### src/rtl/inst_fetch_responder.sv
// inst_fetch_responder
//   Memory-side responder for the instruction fetcher. It takes one PC request
//   and returns one 32-bit instruction word. The word may start on a 2-byte
//   boundary (RVC). A direct-mapped word cache backs it, and that cache is
//   refilled a byte at a time over the shared RAM port.
//
// Ports
//   clk_in           system clock
//   rst_in           asynchronous, active-high reset
//   rdy_in           global enable; when low, all state and outputs hold
//   _clear           pipeline flush; aborts the request in flight
//   _need_inst       fetcher request valid
//   _pc_in           fetch address (bit0 always 0)
//   _inst_ready_out  one-cycle response pulse
//   _inst_out        instruction; for a compressed instruction only [15:0] matter
//   _mem_req         RAM port request
//   _mem_grant       arbiter grant, valid in the same cycle as the request
//   _mem_addr        byte address to RAM
//   _mem_din         RAM read data, one cycle after a granted address
//
// state   | meaning
// --------+---------------------------------------------------------------
// S_IDLE  | waiting for a fetch request
// S_READ  | cache entries for w0/w1 read and tag-compared into registers
// S_CHECK | decide hit (register pulse) or start a fill of the first missing word
// S_FILL  | fetching 4 bytes of the target word over the RAM port
module inst_fetch_responder #(
    parameter int IDX_W  = 6,
    parameter int ADDR_W = 18
) (
    input  logic        clk_in,
    input  logic        rst_in,
    input  logic        rdy_in,
    input  logic        _clear,
    input  logic        _need_inst,
    input  logic [31:0] _pc_in,
    output logic        _inst_ready_out,
    output logic [31:0] _inst_out,
    output logic        _mem_req,
    input  logic        _mem_grant,
    output logic [31:0] _mem_addr,
    input  logic [7:0]  _mem_din
);

    localparam int TAG_W = ADDR_W - IDX_W - 2;
    localparam int DEPTH = 1 << IDX_W;

    typedef enum logic [1:0] {
        S_IDLE  = 2'd0,
        S_READ  = 2'd1,
        S_CHECK = 2'd2,
        S_FILL  = 2'd3
    } state_t;

    state_t state_q, state_d;

    // bit0 of the PC is always zero, so it is never stored
    logic [31:1]      pc_q;
    logic             unused_pc0;

    logic [31:0]      data_mem [DEPTH];
    logic [TAG_W-1:0] tag_mem  [DEPTH];
    logic [DEPTH-1:0] valid_q;

    logic [31:0]      rd_w0_q, rd_w1_q;
    logic             hit0_q, hit1_q;

    logic             fill_sel_q;     // 0: filling w0, 1: filling w1
    logic [2:0]       issue_cnt_q;    // bit2 set once all four bytes are issued
    logic [1:0]       recv_cnt_q;
    logic             pend_q;         // a granted byte returns this cycle
    logic [23:0]      shreg_q;        // first three received bytes, byte0 lowest

    logic             ready_q;
    logic [31:0]      inst_q;

    logic [29:0]      pcw_next;
    logic [IDX_W-1:0] idx0, idx1, fill_idx;
    logic [TAG_W-1:0] tag0, tag1, fill_tag;
    logic [29:0]      fill_word;
    logic             issuing, granted, last_byte;
    logic [15:0]      half0;
    logic             need_w1, check_hit;
    logic [31:0]      check_inst;

    assign unused_pc0 = _pc_in[0];

    // Word-granular address arithmetic. The +1 carry ripples into the tag,
    // and the index wraps from the top entry to entry 0.
    assign pcw_next  = pc_q[31:2] + 30'd1;
    assign idx0      = pc_q[IDX_W+1:2];
    assign tag0      = pc_q[ADDR_W-1:IDX_W+2];
    assign idx1      = pcw_next[IDX_W-1:0];
    assign tag1      = pcw_next[ADDR_W-3:IDX_W];

    assign fill_word = fill_sel_q ? pcw_next : pc_q[31:2];
    assign fill_idx  = fill_word[IDX_W-1:0];
    assign fill_tag  = fill_word[ADDR_W-3:IDX_W];

    // The request is dropped once all four bytes are issued. A grant in the
    // wait cycle for the last byte would otherwise re-read memory.
    assign issuing   = (state_q == S_FILL) && !issue_cnt_q[2];
    assign granted   = issuing && _mem_grant;
    assign last_byte = (state_q == S_FILL) && pend_q && (recv_cnt_q == 2'd3);

    assign half0     = pc_q[1] ? rd_w0_q[31:16] : rd_w0_q[15:0];
    assign need_w1   = pc_q[1] && (half0[1:0] == 2'b11);
    assign check_hit = hit0_q && (!need_w1 || hit1_q);

    always_comb begin
        check_inst = rd_w0_q;
        if (pc_q[1]) begin
            if (need_w1) check_inst = {rd_w1_q[15:0], rd_w0_q[31:16]};
            else         check_inst = {16'h0000, rd_w0_q[31:16]};
        end
    end

    always_ff @(posedge clk_in or posedge rst_in) begin
        if (rst_in)      state_q <= S_IDLE;
        else if (rdy_in) state_q <= state_d;
    end

    always_comb begin
        state_d = state_q;
        case (state_q)
            S_IDLE:  if (_need_inst && !ready_q) state_d = S_READ;
            S_READ:  state_d = S_CHECK;
            S_CHECK: state_d = check_hit ? S_IDLE : S_FILL;
            S_FILL:  if (last_byte) state_d = S_READ;
            default: state_d = S_IDLE;
        endcase
        if (_clear) state_d = S_IDLE;
    end

    always_ff @(posedge clk_in or posedge rst_in) begin
        if (rst_in) begin
            pc_q        <= '0;
            valid_q     <= '0;
            rd_w0_q     <= '0;
            rd_w1_q     <= '0;
            hit0_q      <= 1'b0;
            hit1_q      <= 1'b0;
            fill_sel_q  <= 1'b0;
            issue_cnt_q <= '0;
            recv_cnt_q  <= '0;
            pend_q      <= 1'b0;
            shreg_q     <= '0;
            ready_q     <= 1'b0;
            inst_q      <= '0;
        end else if (rdy_in) begin
            ready_q <= 1'b0;
            pend_q  <= 1'b0;
            if (!_clear) begin
                case (state_q)
                    S_IDLE: begin
                        if (_need_inst && !ready_q) pc_q <= _pc_in[31:1];
                    end
                    S_READ: begin
                        rd_w0_q <= data_mem[idx0];
                        rd_w1_q <= data_mem[idx1];
                        hit0_q  <= valid_q[idx0] && (tag_mem[idx0] == tag0);
                        hit1_q  <= valid_q[idx1] && (tag_mem[idx1] == tag1);
                    end
                    S_CHECK: begin
                        if (check_hit) begin
                            ready_q <= 1'b1;
                            inst_q  <= check_inst;
                        end else begin
                            // w0 is filled first. If w0 already hits, w1 is the miss.
                            fill_sel_q  <= hit0_q;
                            issue_cnt_q <= '0;
                            recv_cnt_q  <= '0;
                        end
                    end
                    S_FILL: begin
                        if (granted) issue_cnt_q <= issue_cnt_q + 3'd1;
                        pend_q <= granted;
                        if (pend_q) begin
                            shreg_q    <= {_mem_din, shreg_q[23:8]};
                            recv_cnt_q <= recv_cnt_q + 2'd1;
                        end
                        if (last_byte) valid_q[fill_idx] <= 1'b1;
                    end
                    default: ;
                endcase
            end
        end
    end

    // Array data and tags need no reset because the valid bits gate every hit.
    always_ff @(posedge clk_in) begin
        if (rdy_in && !_clear && last_byte) begin
            data_mem[fill_idx] <= {_mem_din, shreg_q};
            tag_mem[fill_idx]  <= fill_tag;
        end
    end

    // A flush in the pulse cycle hides the response from the fetcher.
    assign _inst_ready_out = ready_q && !_clear;
    assign _inst_out       = inst_q;
    assign _mem_req        = issuing;
    assign _mem_addr       = issuing ? {fill_word, issue_cnt_q[1:0]} : 32'h0;

endmodule

### config.mk
export PLATFORM = sky130hd
export DESIGN_NAME = inst_fetch_responder
export DESIGN_NICKNAME = d
export VERILOG_FILES = /design/src/rtl/inst_fetch_responder.sv
export SDC_FILE = /design/constraint.sdc
export NUM_CORES = 2
export LEC_CHECK = 0
export BUFFER_PORTS_ARGS = -buffer_cell sky130_fd_sc_hd__buf_2
export CAP_MARGIN = 20
export CELL_PAD_IN_SITES_DETAIL_PLACEMENT = 1
export CELL_PAD_IN_SITES_GLOBAL_PLACEMENT = 1
export CORE_MARGIN = 2
export CORE_UTILIZATION = 59
export CTS_BUF_LIST = sky130_fd_sc_hd__clkbuf_4 sky130_fd_sc_hd__clkbuf_8
export DETAILED_ROUTE_END_ITERATION = 8
export GPL_ROUTABILITY_DRIVEN = 0
export HOLD_SLACK_MARGIN = 0.1
export PLACE_DENSITY = 0.82
export RECOVER_POWER = 25
export SYNTH_ARGS = -nofsm -noshare
export SYNTH_HDL_FRONTEND = slang
export SYNTH_SLANG_ARGS = --single-unit
### constraint.sdc
create_clock -name clk_in -period 7.1 [get_ports clk_in]
set_input_delay 0.355 -clock clk_in [delete_from_list [all_inputs] [get_ports clk_in]]
set_output_delay 0.355 -clock clk_in [all_outputs]
set_load 0.01 [all_outputs]
==> results.py <==
metrics = {
    "outcome": {
        "outcome": "complete, but fails checks",
        "violations": "max-capacitance violations, max-slew violations",
    },
    "logic_synthesis": {
        "yosysWarnings": 0,
        "syn_nets": 6081,
        "synth_cells": 6028,
        "seq_area_frac_synth_pct": 68.1,
        "synth_flop_cell": "edfxtp_1",
        "synth.distinct_cells": 69,
        "yosysTopAreaCellShare_pct": 63.9,
        "synth.avg_cell_area_um2": 21.0,
        "synth_area_leader_cell": "edfxtp_1",
        "synth_edf_count": 2688,
        "synth_area_leaders": "edfxtp_1 64%, mux4_2 23%, dfrtp_1 4.2%",
        "ys_seq_elements": 2899,
        "async_reset_ff_share_pct": 7.28,
        "synth_area_um2": 126000,
    },
    "placement": {
        "dp.cells": 8758,
        "preCtsSetupSlack_ps": 1880,
        "numPortBuffers": 110,
        "post-dp-hpwl_um": 232000,
        "placed_cell_area_um2": 131000,
    },
    "clock_network": {
        "ctsResizeCount": 0,
        "htreeDepth": 5,
        "max-clock-path-buffers": 4,
        "cts_buffers": 466,
        "root_buffer": "clkbuf_8",
        "cts_tree": "done",
        "clock_latency_ps": 1220,
        "cts.sinks": 2899,
        "path_clk_slew_ps": 70,
    },
    "worst_setup_path": {
        "r2r_slack_ps": 1490,
        "critPathRequiredTime_ps": 6740,
        "cp_max_fo": 65,
        "path_class": "flop to output port",
        "arrival_ps": 5570,
        "crit_path_start_kind": "flop",
        "worstSetupEndpointType": "output port",
        "slowest_delay_ps": 870,
        "crit_chain": "buf_4, nand2_1, or4_1, nor2_1, nand2_1, xnor2_2, buf_4, and2_1, buf_2",
        "slowest_stage": "or4_1",
    },
    "die": {
        "rows": 169,
        "dieArea_um2": 218000,
        "die_h_um": 467,
        "placeableCoreArea_um2": 213000,
        "die_width_um": 467,
        "start_util_pct": 59.5,
        "io_pins": 112,
    },
    "hold_path": {
        "hold_path_class": "input port to flop",
    },
    "cells_and_area": {
        "layout_commonest_cell": "edfxtp_1",
        "final_area_um2": 142000,
        "final_cell_mix": "2688 x edfxtp_1, 1318 x mux4_2, 497 x clkbuf_8",
        "fin_util_pct": 66.7,
        "syn_to_final_growth_pct": 12.2,
        "nNetsFinal": 6576,
        "drive_gt1_share_pct": 37.4,
        "n_fill_cell": 16876,
        "layout.cells.non_filler": 9739,
    },
    "timing": {
        "slew_viol_final": 1649,
        "hold_viol_final": 0,
        "tightest_slew_ps": 5200,
        "slew_headroom_pct": -246,
        "fmax_ghz": 0.169,
        "grt_setup_unrepaired": "no",
        "clock_skew_ps": 149,
        "period_share_pct": 83.4,
        "finalWorstSetupSlack_ps": 1180,
        "hold_slack_ps": 241,
        "setup_viol": 0,
        "setup-tns-final_ps": 0,
        "finalWorstPathRequiredPeriod_ps": 5920,
    },
    "routing": {
        "drt_iter0_markers": 12804,
        "routed-via-count": 73914,
        "firstDrtPassIters": 8,
        "routed_wl_um": 426000,
        "vias_per_cell": 7.59,
        "ant_nets": 0,
        "drc": 0,
        "drt-wirelength-per-cell_um": 43.7,
    },
    "grt": {
        "first_global_vias": 77412,
        "grt-ovfl-total": 0,
        "track_usage_pct": 39.6,
        "grt_max_degree": 145,
        "grt_first_pass_wirelength_um": 597000,
        "antenna_found_initial": 21,
    },
    "power": {
        "powerDensity_nw_per_um2": 383,
        "power_mw": 54.3,
        "p_leak_nw": 48.4,
        "ir_worst_vdd_mv": 0.556,
    },
    "flow_run": {
        "drv_cap": 25,
    },
}
cell families after synthesis:
| group | share of synthesized area, % |
|---|---|
| AND/OR/NAND/NOR | 2.77 |
| multiplexers | 25.2 |
| XOR/XNOR | 0.479 |
| buffers and inverters | 1.90 |
| adder cells (fa/ha/maj) | 0.0693 |
| AO/OA/AOI/OAI | 1.56 |
| flip-flops | 68.1 |
cell type report:
cell class	instances	area [µm²]	share of cell area, %
sequential	2899	86000	60.7
multi-input combinational	2686	38600	27.3
clock buffer	598	7600	5.36
timing repair buffer	452	4010	2.83
tap	2821	3530	2.49
clock inverter	245	1800	1.27
inverter	18	83.8	0.0592
antenna	20	50.0	0.0353
worst paths after layout:
path                                          start                    endpoint  cells after the start
max                             pc_q[6]$_DFFE_PP0P_               _mem_addr[16]                      9
min                                     _mem_din[5]  data_mem[20][29]$_DFFE_PP_                      2
max reg2reg                     pc_q[4]$_DFFE_PP0P_   data_mem[5][24]$_DFFE_PP_                      8
min reg2reg                _inst_out[7]$_DFFE_PP0P_    _inst_out[7]$_DFFE_PP0P_                      2
max in group asynchronous                    rst_in     rd_w0_q[30]$_DFFE_PP0P_                      4
min in group asynchronous                    rst_in        pc_q[28]$_DFFE_PP0P_                      4
cells in the mapped netlist, types with 16 or more instances:
library cell  count
edfxtp_1       2688
mux4_2         1318
nand2_1         408
dfrtp_1         211
mux2i_1         152
nor2_1          142
clkbuf_1        134
o21ai_0         114
buf_2           113
buf_1            80
or2_2            72
nand3_1          62
mux2_2           52
buf_4            46
buf_6            45
xnor2_1          36
a21oi_1          34
xor2_1           30
nor2b_1          21
a22oi_1          20
nand4_1          19
a221oi_1         17
and2_1           17
inv_1            16
power by group:
| group | internal, mW | switching [mW] | total [mW] |
|---|---|---|---|
| Sequential | 19.2 | 0.620 | 19.9 |
| Clock | 7.97 | 7.09 | 15.1 |
| Combinational | 8.12 | 11.2 | 19.3 |
| Total | 35.3 | 18.9 | 54.3 |
worst max-delay path: cells and delay by family (launching register included):
| kind | cells | cell delay [ps] |
|---|---|---|
| buffers and inverters | 3 | 1130 |
| XOR/XNOR | 1 | 160 |
| flip-flops | 1 | 670 |
| AND/OR/NAND/NOR | 5 | 2390 |
per-layer routing:
metal / global-route usage [%] / vias to the layer above / part of all wire (%)
li1: - / 26672 / -
met1: 51.4 / 38797 / 33
met2: 60.5 / 6860 / 47
met3: 10.5 / 1573 / 13
met4: 24.9 / 12 / 7.3
met5: 0 / - / 0.021
flip-flops by register name, indices dropped and copies added (netlist names):
| register | cells |
|---|---|
| rd_w0_q | 32 |
| data_mem | 2048 |
| issue_cnt_q | 3 |
| pc_q | 31 |
| ready_q | 1 |
| valid_q | 64 |
| hit0_q | 1 |
| rd_w1_q | 16 |
| _inst_out | 32 |
| hit1_q | 1 |
| tag_mem | 640 |
| recv_cnt_q | 2 |
| shreg_q | 24 |
| pend_q | 1 |
| state_q | 2 |
| fill_sel_q | 1 |
repair_timing:
action	CTS	global route
buffers inserted	0	0
hold buffers	110	1
endpoints found under the setup margin	0	0
hold endpoints to repair	770	5
No activity file was read; power rests on OpenSTA's default activity.
